<file path="src/rtl/hazard_run_ctrl_pkg.sv">
// Shared types for the pipeline sequencing controller: run-control states
// and the in-flight destination entry tracked past ID.
package hazard_run_ctrl_pkg;

    localparam int unsigned CORE_REG_AW   = 3;
    localparam int unsigned CORE_CNT_W    = 16;
    localparam int unsigned CORE_SB_DEPTH = 3;

    typedef enum logic [1:0] {
        ST_RUN,
        ST_DRAIN,
        ST_HALTED,
        ST_STEP
    } run_state_e;

    typedef struct packed {
        logic                   valid;
        logic [CORE_REG_AW-1:0] rd;
    } sb_entry_t;

endpackage

</file>
<file path="src/rtl/hazard_scoreboard.sv">
// Destination shift register covering EX/MEM/WB plus RAW match against the
// ID source operands.
module hazard_scoreboard
    import hazard_run_ctrl_pkg::*;
#(
    parameter int unsigned REG_AW   = CORE_REG_AW,
    parameter int unsigned SB_DEPTH = CORE_SB_DEPTH
) (
    input  logic              clk_i,
    input  logic              rst_n_i,
    input  logic              load_valid_i,
    input  logic [REG_AW-1:0] load_rd_i,
    input  logic              id_valid_i,
    input  logic [REG_AW-1:0] rs1_i,
    input  logic              rs1_used_i,
    input  logic [REG_AW-1:0] rs2_i,
    input  logic              rs2_used_i,
    output logic              hazard_o,
    output logic              empty_o
);

    sb_entry_t slot_q [SB_DEPTH];
    sb_entry_t slot_d [SB_DEPTH];
    logic      hit1;
    logic      hit2;

    // The pipeline past ID never stalls, so the shift happens every cycle.
    always_comb begin
        slot_d[0].valid = load_valid_i;
        slot_d[0].rd    = load_rd_i;
        for (int unsigned k = 1; k < SB_DEPTH; k++) begin
            slot_d[k] = slot_q[k-1];
        end
    end

    always_ff @(posedge clk_i or negedge rst_n_i) begin
        if (!rst_n_i) begin
            for (int unsigned k = 0; k < SB_DEPTH; k++) begin
                slot_q[k] <= '0;
            end
        end else begin
            for (int unsigned k = 0; k < SB_DEPTH; k++) begin
                slot_q[k] <= slot_d[k];
            end
        end
    end

    // No write-through: a match in the WB slot is still a hazard.
    always_comb begin
        hit1 = 1'b0;
        hit2 = 1'b0;
        for (int unsigned k = 0; k < SB_DEPTH; k++) begin
            if (slot_q[k].valid && (slot_q[k].rd == rs1_i)) hit1 = 1'b1;
            if (slot_q[k].valid && (slot_q[k].rd == rs2_i)) hit2 = 1'b1;
        end
    end

    assign hazard_o = id_valid_i &
                      ((rs1_used_i & (rs1_i != '0) & hit1) |
                       (rs2_used_i & (rs2_i != '0) & hit2));

    // Looks at the post-edge contents so DRAIN ends as the last WB retires.
    always_comb begin
        empty_o = 1'b1;
        for (int unsigned k = 0; k < SB_DEPTH; k++) begin
            if (slot_d[k].valid) empty_o = 1'b0;
        end
    end

endmodule

</file>
<file path="src/rtl/hazard_run_ctrl.sv">
// Pipeline sequencing controller: RAW stall/bubble generation, host
// run-control (halt/drain/step/resume) and saturating stall/issue counters.
module hazard_run_ctrl
    import hazard_run_ctrl_pkg::*;
#(
    parameter int unsigned REG_AW   = CORE_REG_AW,
    parameter int unsigned CNT_W    = CORE_CNT_W,
    parameter int unsigned SB_DEPTH = CORE_SB_DEPTH
) (
    input  logic              clk_i,
    input  logic              rst_n_i,
    input  logic              id_valid_i,
    input  logic [REG_AW-1:0] id_rs1_i,
    input  logic [REG_AW-1:0] id_rs2_i,
    input  logic              id_rs1_used_i,
    input  logic              id_rs2_used_i,
    input  logic              id_reg_write_i,
    input  logic [REG_AW-1:0] id_rd_i,
    input  logic              halt_req_i,
    input  logic              resume_i,
    input  logic              step_i,
    output logic              pc_hold_o,
    output logic              bubble_o,
    output logic              halted_o,
    output logic [CNT_W-1:0]  stall_cnt_o,
    output logic [CNT_W-1:0]  issue_cnt_o
);

    run_state_e        state_q;
    run_state_e        state_d;
    logic [CNT_W-1:0]  stall_cnt_q;
    logic [CNT_W-1:0]  stall_cnt_d;
    logic [CNT_W-1:0]  issue_cnt_q;
    logic [CNT_W-1:0]  issue_cnt_d;
    logic              hazard;
    logic              sb_empty;
    logic              may_issue;
    logic              issue;
    logic              sb_load;

    hazard_scoreboard #(
        .REG_AW   (REG_AW),
        .SB_DEPTH (SB_DEPTH)
    ) u_scoreboard (
        .clk_i        (clk_i),
        .rst_n_i      (rst_n_i),
        .load_valid_i (sb_load),
        .load_rd_i    (id_rd_i),
        .id_valid_i   (id_valid_i),
        .rs1_i        (id_rs1_i),
        .rs1_used_i   (id_rs1_used_i),
        .rs2_i        (id_rs2_i),
        .rs2_used_i   (id_rs2_used_i),
        .hazard_o     (hazard),
        .empty_o      (sb_empty)
    );

    always_comb begin
        may_issue = (state_q == ST_RUN) || (state_q == ST_STEP);
        issue     = id_valid_i & ~hazard & may_issue;
        sb_load   = issue & id_reg_write_i & (id_rd_i != '0);
    end

    always_ff @(posedge clk_i or negedge rst_n_i) begin
        if (!rst_n_i) begin
            state_q     <= ST_RUN;
            stall_cnt_q <= '0;
            issue_cnt_q <= '0;
        end else begin
            state_q     <= state_d;
            stall_cnt_q <= stall_cnt_d;
            issue_cnt_q <= issue_cnt_d;
        end
    end

    always_comb begin
        state_d = state_q;
        unique case (state_q)
            ST_RUN:    if (halt_req_i) state_d = ST_DRAIN;
            ST_DRAIN:  if (sb_empty)   state_d = ST_HALTED;
            ST_HALTED: begin
                if (resume_i)    state_d = ST_RUN;
                else if (step_i) state_d = ST_STEP;
            end
            ST_STEP:   if (issue)      state_d = ST_DRAIN;
            default:   state_d = ST_RUN;
        endcase
    end

    always_comb begin
        pc_hold_o = ~issue & (hazard ||
                              (state_q == ST_DRAIN) ||
                              (state_q == ST_HALTED) ||
                              ((state_q == ST_STEP) && !id_valid_i));
        bubble_o  = pc_hold_o;
        halted_o  = (state_q == ST_HALTED);
    end

    always_comb begin
        stall_cnt_d = stall_cnt_q;
        issue_cnt_d = issue_cnt_q;
        if (hazard && may_issue && (stall_cnt_q != '1)) stall_cnt_d = stall_cnt_q + CNT_W'(1);
        if (issue && (issue_cnt_q != '1))               issue_cnt_d = issue_cnt_q + CNT_W'(1);
    end

    assign stall_cnt_o = stall_cnt_q;
    assign issue_cnt_o = issue_cnt_q;

endmodule

</file>
<file path="config.mk">
export PLATFORM = sky130hd
export DESIGN_NAME = hazard_run_ctrl
export DESIGN_NICKNAME = d
export VERILOG_FILES = /design/src/rtl/hazard_run_ctrl_pkg.sv /design/src/rtl/hazard_scoreboard.sv /design/src/rtl/hazard_run_ctrl.sv
export SDC_FILE = /design/constraint.sdc
export NUM_CORES = 1
export LEC_CHECK = 0
export BUFFER_PORTS_ARGS = -buffer_cell sky130_fd_sc_hd__buf_4
export CORE_MARGIN = 2
export CORE_UTILIZATION = 55
export CTS_BUF_LIST = sky130_fd_sc_hd__clkbuf_8 sky130_fd_sc_hd__clkbuf_16
export CTS_CLUSTER_DIAMETER = 120
export DETAILED_ROUTE_END_ITERATION = 10
export PLACE_DENSITY = 0.8
export SYNTH_ARGS = -nofsm -noshare
export SYNTH_HDL_FRONTEND = slang
export SYNTH_SLANG_ARGS = --single-unit
</file>
<file path="constraint.sdc">
create_clock -name clk_i -period 6 [get_ports clk_i]
set_input_delay 0.3 -clock clk_i [delete_from_list [all_inputs] [get_ports clk_i]]
set_output_delay 0.3 -clock clk_i [all_outputs]
set_load 0.02 [all_outputs]
</file>
=== Word level (Yosys, flattened, before mapping) ===
Index checks and enable logic that the tools add are counted.

* Register bits after elaboration: 46
* Bits in latches: 0
* RAM bits: 0
* ROM bits: 0
* Bits of input ports: 18
* Output and inout bits: 35
* Logic and storage cells: 74
* Memories kept: 0

* Add/sub/neg operators: 2
* Multiply operators: 0
* Div/mod/pow operators: 0
* Order comparisons: 0
* Equal/unequal tests: 15
* Shift operators: 0
* Muxes and demuxes: 15
* Bitwise logic cells: 13
* Reduce and logical (&&, ||, !) cells: 20

{| class="wikitable"
|+ Operators with widths
! cell !! count
|-
| 16-bit by 1-bit adder with 16-bit output, second input constant || 2
|-
| 16-bit != test, second input constant || 2
|-
| 3-bit == test || 6
|-
| 1-bit AND || 10
|-
| 1-bit logical AND || 10
|-
| 2-bit two-way mux || 5
|-
| 1-bit two-way mux || 9
|-
| 3-bit nonzero test || 3
|-
| 2-bit one-hot mux with 4 select lines || 1
|-
| 2-bit != test, second input constant || 3
|-
| 2-bit == test, second input constant || 2
|-
| 1-bit logical OR || 4
|-
| 4-bit AND reduction || 1
|-
| 3-bit != test, second input constant || 1
|-
| 2-bit by 1-bit == test with 1-bit output, second input constant || 1
|-
| 2-bit zero test || 1
|-
| 1-bit NOT || 2
|-
| 1-bit zero test || 1
|-
| 1-bit OR || 1
|}

=== Depth between registers and ports, before layout ===
Gate-level depths: netlist of run 1.

* Depth in word-level cells: 18
* Mapped depth: 8
* Mapped depth without buffers: 7

=== Cells and area by module ===
A second synthesis of run 1 with hierarchy kept.

* Cells, all modules: 212
* Area total of the unflattened synthesis: 2,369.8 sq um

{| class="wikitable"
|+ By module, submodules not included
! module !! times used !! cells an instance !! area an instance (sq um) !! seq. area each (sq um)
|-
| hazard_run_ctrl || 1 || 170 || 1,833.0 || 850.8
|-
| hazard_scoreboard || 1 || 42 || 536.8 || 300.3
|}

=== Worst setup path before layout of run 1 ===
OpenSTA, ideal clock, no wires.

* Path type: flip-flop to flip-flop
* Start point: register state_q[0]
* End point: register state_q[0]
* Setup time: 0.125 ns
* Arrival: 1.986 ns
* Data required time: 5.875 ns
* Path slack: 3.889 ns
* Stages on the path, launching flop included: 8
* Path buffers: 0
* Period minus slack after synthesis: 2.111 ns
* Cells stage by stage: dfrtp_1 inv_1 ha_1 nand2b_1 or3_4 a21oi_1 o211a_1 mux2_2

* Longest elaborated chain between the ends: 10
* Elaborated cells between the ends (all ways): 17
* Those cells by class: eq/ne: 7; mux: 4; bitwise: 3; reduce/logical: 3

{| class="wikitable"
|+ RTL lines
! item !! RTL line !! RTL
|-
| from (decl) || hazard_run_ctrl.sv:29 || <nowiki>run_state_e state_q;</nowiki>
|-
| from (signal assigned) || hazard_run_ctrl.sv:70 || <nowiki>state_q <= state_d;</nowiki>
|-
| 2-bit == test / 2-bit zero test (equally long branches) || hazard_run_ctrl.sv:59, hazard_run_ctrl.sv:78 ||
|-
| 1-bit logical OR || hazard_run_ctrl.sv:59 || <nowiki>may_issue = (state_q == ST_RUN) || (state_q == ST_STEP);</nowiki>
|-
| 1-bit AND || hazard_run_ctrl.sv:60 || <nowiki>issue = id_valid_i & ~hazard & may_issue;</nowiki>
|-
| 1-bit AND (2 in series) || hazard_run_ctrl.sv:61 || <nowiki>sb_load = issue & id_reg_write_i & (id_rd_i != '0);</nowiki>
|-
| 1-bit two-way mux (3 in series) || hazard_scoreboard.sv:66 || <nowiki>if (slot_d[k].valid) empty_o = 1'b0;</nowiki>
|-
| 2-bit != test (no line) || -- ||
|-
| 4-bit AND reduction (no line) || -- ||
|}

Parallel ways exist; a longest one is shown, timed or not.
A chain may end at the register's enable or synchronous reset.

=== Worst setup path after layout of run 1 ===
* Start point: register stall_cnt_q[0] (netlist: stall_cnt_o[0])
* End point: register stall_cnt_q[1] (netlist: stall_cnt_o[1])

* Longest elaborated chain between the ends: 2
* Elaborated cells between the ends (all ways): 3
* Those cells by class: add/sub: 1; eq/ne: 1; reduce/logical: 1

{| class="wikitable"
|+ RTL lines
! item !! RTL line !! RTL
|-
| from (decl) || hazard_run_ctrl.sv:31 || <nowiki>logic [CNT_W-1:0] stall_cnt_q;</nowiki>
|-
| from (signal assigned) || hazard_run_ctrl.sv:71 || <nowiki>stall_cnt_q <= stall_cnt_d;</nowiki>
|-
| parallel branches: the longest is 2 deep, another holds 16-bit by 1-bit adder with 16-bit output || -- ||
|}

Several ways; the timed one is not identified.

==> results of run 1 <==
## cell families (layout without fill, tap and decap cells)
group / after synthesis / count (layout) / share of synthesized area (%)
buf+inv: 9 / 64 / 2.16
mux: 5 / 5 / 2.39
simple gates: 70 / 70 / 18.3
fa+ha+maj: 6 / 6 / 3.33
flops: 46 / 46 / 51.1
compound gates: 12 / 12 / 4.55
xor+xnor: 47 / 47 / 18.3
## layer usage
metal / global-route usage [%] / share of wire (%) / up-vias
li1: - / - / 789
met1: 24.7 / 42 / 782
met2: 37.4 / 52 / 40
met3: 4.93 / 4.6 / 4
met4: 4.50 / 0.58 / 0
met5: 0 / 0 / -
## layout by cell type (no fill, tap or decap)
master / instances
or3_4: 1
inv_1: 7
and2_1: 1
o21ai_0: 1
and3_1: 16
and4_1: 2
nand3_1: 14
o31a_2: 1
nand4_1: 16
and4b_1: 1
o22ai_1: 1
o211a_1: 1
or3_1: 1
o31ai_1: 2
ha_1: 6
a31oi_4: 1
dfrtp_1: 46
a31oi_1: 2
nand2b_1: 3
a21oi_1: 2
a211oi_2: 1
buf_4: 52
nor2_1: 6
nand2_1: 7
xor2_1: 2
mux2i_1: 2
nand4_2: 1
mux2_2: 3
xnor2_1: 45
or4b_2: 1
clkbuf_8: 5
## area by class of cell
cell class              count  area [sq um]  share of cell area, %
clock buffers               5          68.8                   2.50
clock inverters             2          7.51                  0.273
inverters                   5          18.8                  0.682
multi-input cells         140          1050                   38.3
flip-flops and latches     46          1150                   41.8
well taps                  50          62.6                   2.27
repair buffers             52           390                   14.2
## state kept, by name, summed over array words and instances (netlist names)
name	count
issue_cnt_o	16
state_q	2
stall_cnt_o	16
u_scoreboard.slot_d	8
u_scoreboard.slot_q	4
## cell usage after synthesis (2+ instances only)
master     n
dfrtp_1   46
nand3_1   14
nand2b_1   3
xor2_1     2
a21oi_1    2
mux2i_1    2
nand4_1   16
nor2_1     6
and4_1     2
nand2_1    7
mux2_2     3
buf_4      2
xnor2_1   45
a31oi_1    2
and3_1    16
o31ai_1    2
ha_1       6
inv_1      5
## through the flow
stage                     setup slack [ps]  util, %  std cells
after floorplan                       3890        -        195
after global placement                3600     67.4        293
after detailed placement              3590     67.4        293
after CTS                             3560     69.3        300
after global routing                  3310     69.3        300
final                                 3570     69.3        300
## worst max-delay path, stage by stage (launching register included)
cell	delay, ps
dfrtp_1	440
ha_1	260
and3_1	230
and3_1	200
a211oi_2	780
mux2_2	410
## power groups by stage
| stage | clock, W | combinational [W] | sequential (W) |
|---|---|---|---|
| floorplan | 0 | 0.000175 | 0.000423 |
| global placement | 0 | 0.000285 | 0.000403 |
| detailed placement | 0 | 0.000292 | 0.000404 |
| CTS | 0.000175 | 0.000292 | 0.000398 |
| global route | 0.000191 | 0.000319 | 0.000404 |
| finish | 0.000168 | 0.000289 | 0.000397 |
## path summary, 6_finish.rpt
check / from / end
max: stall_cnt_o[0]$_DFFE_PN0P_ / stall_cnt_o[1]$_DFFE_PN0P_
min: rst_n_i / stall_cnt_o[9]$_DFFE_PN0P_
max reg2reg: stall_cnt_o[0]$_DFFE_PN0P_ / stall_cnt_o[1]$_DFFE_PN0P_
min reg2reg: u_scoreboard.slot_d[1]$_DFF_PN0_ / u_scoreboard.slot_q[1]$_DFF_PN0_
max in group asynchronous: rst_n_i / issue_cnt_o[15]$_DFFE_PN0P_
min in group clk_i: id_rd_i[0] / u_scoreboard.slot_d[4]$_DFF_PN0_
==> run metrics, run 1 <==
root buffer cell clkbuf_8; combinational share of power 33.8%; worst hold path type in2async; skew final 4.78 ps; Tightest Pin Transition 902 ps; cts bufs inserted 5; hold_buf cts 0; Arrival @ worst endpoint 2600 ps; Yosys top cell by area dfrtp_1; status finished clean; syn_area_per_cell 11.6 sq um; sequential share of power 46.5%; initial antenna violation count 0; sw power 0.000292 W; main flop type after synthesis dfrtp_1; cells on worst reg2reg path 5; Critical Path RT 6170 ps; Final nets 274; I/O Buffers 52; Final Hold Vio Count 0; wire length per cell 14.4 um; CTS tree yes; Yosys cell types 32; largest net degree at the start of global routing 47; Syn Inst Count 195; 1st-iter DRT viols 113; drt drc 0; main area contributors after synthesis dfrtp_1, xnor2_1, and3_1, nand4_1, ha_1; Die Y 68.0 um; # H-tree levels 2; final setup TNS 0 ps; final setup vio count 0; Die Footprint 0.00463 sq mm; CP startpoint kind flop; Area Overhead vs Synth 22.1%; Yosys warning total 0; post-route ant nets 0; register area share after synthesis 51.1%; grt ovf 0; total power 0.000855 W; global-route wire length before repair 7110 um; FF-to-FF setup slack 3570 ps; Tot GR Track Use 20.6%; die width 68.0 um; share of cells above drive strength 1 26.4%; EDFF count, synth 0; switching part of the total 34.2%; Initial Utilization 56.8%; Max Fclk 412 MHz; clk sinks 46; final design instance area without fill 0.00275 sq mm; IO Pins 53; min cycle time layout 2430 ps; max_slew headroom 39.8%; power density over cell area 310 mW/mm^2; worst skew pair latency 290 ps; DP HPWL 3270 um; post-DR vias/cell 5.38; fin. max-slew vios 0; worst hold slack 5.01 ps; RSZ-0062 raised after global routing false; critical path class reg2reg; Max VDD drop 0.218 mV; via count 1,615; CP endpoint kind flop; async set or reset register ratio after synthesis 100%; Layout fillers 321; Reg clk slew, reported paths 80 ps; max-cap violations 0; Core Rows 23; Longest Clk Path Bufs 2; postcts setup bufs 0; CP max FO 15; period utilization 40.5%; first drt pass iteration count 5; vias in the first global route 1,607; Clock power frac 19.7%; Int Power 0.000563 W; core area 0.00397 sq mm; Post-DP Area 0.00268 sq mm; CTS resizes 0; LEAKAGE 1.31 nW; drt total wl 4330 um; top-area cell type share of the netlist area 51.1%; antenna fix cells 0; syn_nets 219; GPL Wtd Cong 0.797; synthesized area 0.00225 sq mm; #FFs+latches synth 46
(Power assumes the default switching activity.)
==> run 2, diff against run 1 <==
- ABC_AREA: default -> 1
- PLACE_DENSITY: 0.8 -> 0.79
- clock period: 6 -> 2.5 ns (I/O delays scaled with it)
==> run 2 against run 1 <==
Against the previous run:
- sequential share of layout area shrank 6.8 points
- total power grew to 3.4 times the previous value
- count of clock-buffer cells in the layout up 1
- global-route usage up 1.5 points
- first-iteration DRC count rose by 27%
- cell area grew 20%
- flip-flop and latch count unchanged
- utilization grew 0.35 points
- critical path depth up 3
==> run metrics, run 2 <==
status finished clean (unchanged); Max VDD drop 0.683 mV (was 0.218 mV); Tot GR Track Use 22.1% (was 20.6%); Yosys warning total 0 (unchanged); CTS resizes 0 (unchanged); I/O Buffers 52 (unchanged); dpl cells 470 (was 293); Bufs and invs on worst path 1 (was 0); #FFs+latches synth 46 (unchanged); fin. max-slew vios 0 (unchanged); Util after Layout 69.7% (was 69.3%); GPL Wtd Cong 0.916 (was 0.797); commonest non-fill, non-tap cell in the layout nand2_1 (was buf_4); skew final 10.1 ps (was 4.78 ps); CP max FO 15 (unchanged); critical path class reg2reg (unchanged); share of cells above drive strength 1 17.6% (was 26.4%); count leader, synth nand2_1 (was dfrtp_1); slowest stage delay, CP 410 ps (was 780 ps); drt total wl 5540 um (was 4330 um); final setup vio count 0 (unchanged); worst skew pair latency 300 ps (was 290 ps); CTS tree yes (unchanged); main flop type after synthesis dfrtp_1 (unchanged); Core Rows 25 (was 23); Die Y 74.1 um (was 68.0 um); worst hold path type in2reg (was in2async); Arrival @ worst endpoint 2400 ps (was 2600 ps); antenna fix cells 0 (unchanged); Final Hold Vio Count 0 (unchanged); Area Overhead vs Synth 21.6% (was 22.1%); power density over cell area 878 mW/mm^2 (was 310 mW/mm^2); root buffer cell clkbuf_8 (unchanged); final setup TNS 0 ps (unchanged); slowest CP cell dfrtp_1 (was a211oi_2); Worst path most repeated cell nand2_1 (was and3_1); Yosys cell types 30 (was 32); critical-path cell list ha_1 -> nand3_1 -> nor4_1 -> nand4_1 -> nand2_1 -> inv_1 -> nand2_1 -> o21ai_0 (was ha_1 -> and3_1 -> and3_1 -> a211oi_2 -> mux2_2); synthesized area 0.00271 sq mm (was 0.00225 sq mm); first drt pass iteration count 4 (was 5); register area share after synthesis 42.5% (was 51.1%); via count 2,384 (was 1,615); most frequent cells after synthesis nand2_1, inv_1, dfrtp_1 (was dfrtp_1, xnor2_1, and3_1, nand4_1, nand3_1); grt ovf 0 (unchanged); wire length per cell 11.5 um (was 14.4 um); DP HPWL 4210 um (was 3270 um); Longest Clk Path Bufs 2 (unchanged); Yosys top cell by area dfrtp_1 (unchanged); drt drc 0 (unchanged); Finished Layout Cells 481 (was 300); max-cap violations 0 (unchanged); IO Pins 53 (unchanged); clk sinks 46 (unchanged); worst hold slack 226 ps (was 5.01 ps); Final nets 438 (was 274); Die Footprint 0.00550 sq mm (was 0.00463 sq mm); Syn Inst Count 355 (was 195); top-area cell type share of the netlist area 42.5% (was 51.1%); post-DR vias/cell 4.96 (was 5.38); CP startpoint kind flop (unchanged); RSZ-0062 raised after global routing false (unchanged); Reg clk slew, reported paths 90 ps (was 80 ps); most frequent cells in the layout nand2_1, buf_4, inv_1 (was buf_4, dfrtp_1, xnor2_1); period utilization 89.2% (was 40.5%); die width 74.1 um (was 68.0 um); post-route ant nets 0 (unchanged); Max Fclk 448 MHz (was 412 MHz); global-route wire length before repair 9490 um (was 7110 um); async set or reset register ratio after synthesis 100% (unchanged); Tightest Pin Transition 563 ps (was 902 ps); max_slew headroom 62.5% (was 39.8%); EDFF count, synth 0 (unchanged); main area contributors after synthesis dfrtp_1, nand2_1, inv_1, xor2_1, nor2_1 (was dfrtp_1, xnor2_1, and3_1, nand4_1, ha_1); LEAKAGE 1.71 nW (was 1.31 nW); min cycle time layout 2230 ps (was 2430 ps); critical path's top delay family simple AND/OR/NAND/NOR gates (was compound AO/OA/AOI/OAI gates); core area 0.00472 sq mm (was 0.00397 sq mm); vias in the first global route 2,227 (was 1,607); CP endpoint kind flop (unchanged); initial antenna violation count 0 (unchanged); 1st-iter DRT viols 143 (was 113); cts bufs inserted 5 (unchanged); syn_area_per_cell 7.62 sq um (was 11.6 sq um); # H-tree levels 2 (unchanged); syn_nets 379 (was 219); largest net degree at the start of global routing 47 (unchanged); Initial Utilization 57.3% (was 56.8%); Critical Path RT 2670 ps (was 6170 ps)
[run 2: worst paths after layout]
check	startpoint	end	slack, ps	depth (start not counted)
min reg2reg	u_scoreboard.slot_d[1]$_DFF_PN0_	u_scoreboard.slot_q[1]$_DFF_PN0_	420	0
max	issue_cnt_o[0]$_DFFE_PN0P_	issue_cnt_o[6]$_DFFE_PN0P_	270	8
max in group asynchronous	rst_n_i	u_scoreboard.slot_d[5]$_DFF_PN0_	1750	2
max reg2reg	issue_cnt_o[0]$_DFFE_PN0P_	issue_cnt_o[6]$_DFFE_PN0P_	270	8
min in group asynchronous	rst_n_i	stall_cnt_o[3]$_DFFE_PN0P_	360	2
min	id_reg_write_i	u_scoreboard.slot_d[7]$_DFF_PN0_	230	4
[run 2: layout make-up]
cell class | instances | area, sq um
flip-flops and latches | 46 | 1150
repair buffers | 57 | 438
clock inverters | 1 | 30.0
inverters | 48 | 180
fillers | 406 | 1430
multi-input cells | 256 | 1330
clock buffers | 6 | 82.6
well taps | 67 | 83.8
[run 2: kinds of logic (layout without fill, tap and decap cells)]
| group | Yosys count | count (layout) | synth area share (%) |
|---|---|---|---|
| buf+inv | 53 | 112 | 8.46 |
| simple gates | 195 | 195 | 30.5 |
| fa+ha+maj | 6 | 6 | 2.77 |
| flops | 46 | 46 | 42.5 |
| xor+xnor | 29 | 29 | 9.39 |
| compound gates | 26 | 26 | 6.33 |
[run 2: what timing repair did]
item	in CTS	in global routing
setup buffers	0	0
endpoints found under the hold margin	49	0
hold buffers	4	0
[run 2: metal layers]
metal  vias up  routed length, um  track usage (%)
met1      1115               2550             29.0
met5         -                  0                0
met2        49               2720             37.6
li1       1216                  -                -
met3         4                225             4.88
met4         0                 40             5.25
[run 2: per-stage QoR]
| step | power, W | worst slack (ps) | area (sq um) |
|---|---|---|---|
| floorplan | 0.00191 | 561 | 2710 |
| global placement | 0.00230 | 315 | 3140 |
| detailed placement | 0.00233 | 223 | 3140 |
| CTS | 0.00291 | 227 | 3290 |
| global route | 0.00309 | 38.9 | 3290 |
| finish | 0.00289 | 269 | 3290 |
[run 2: power by group]
| part | switching (W) | internal [W] | leakage [nW] |
|---|---|---|---|
| registers | 0.000199 | 0.000920 | 0.579 |
| logic | 0.000720 | 0.000485 | 1.07 |
| clock network | 0.000245 | 0.000320 | 0.0573 |
| total | 0.00116 | 0.00172 | 1.71 |
[run 2: worst reg2reg max path, stage by stage, from the launching register on]
cell     delay [ps]
dfrtp_1         410
ha_1            230
nand3_1         140
nor4_1          350
nand4_1         150
nand2_1         400
inv_1           260
nand2_1         100
o21ai_0          70
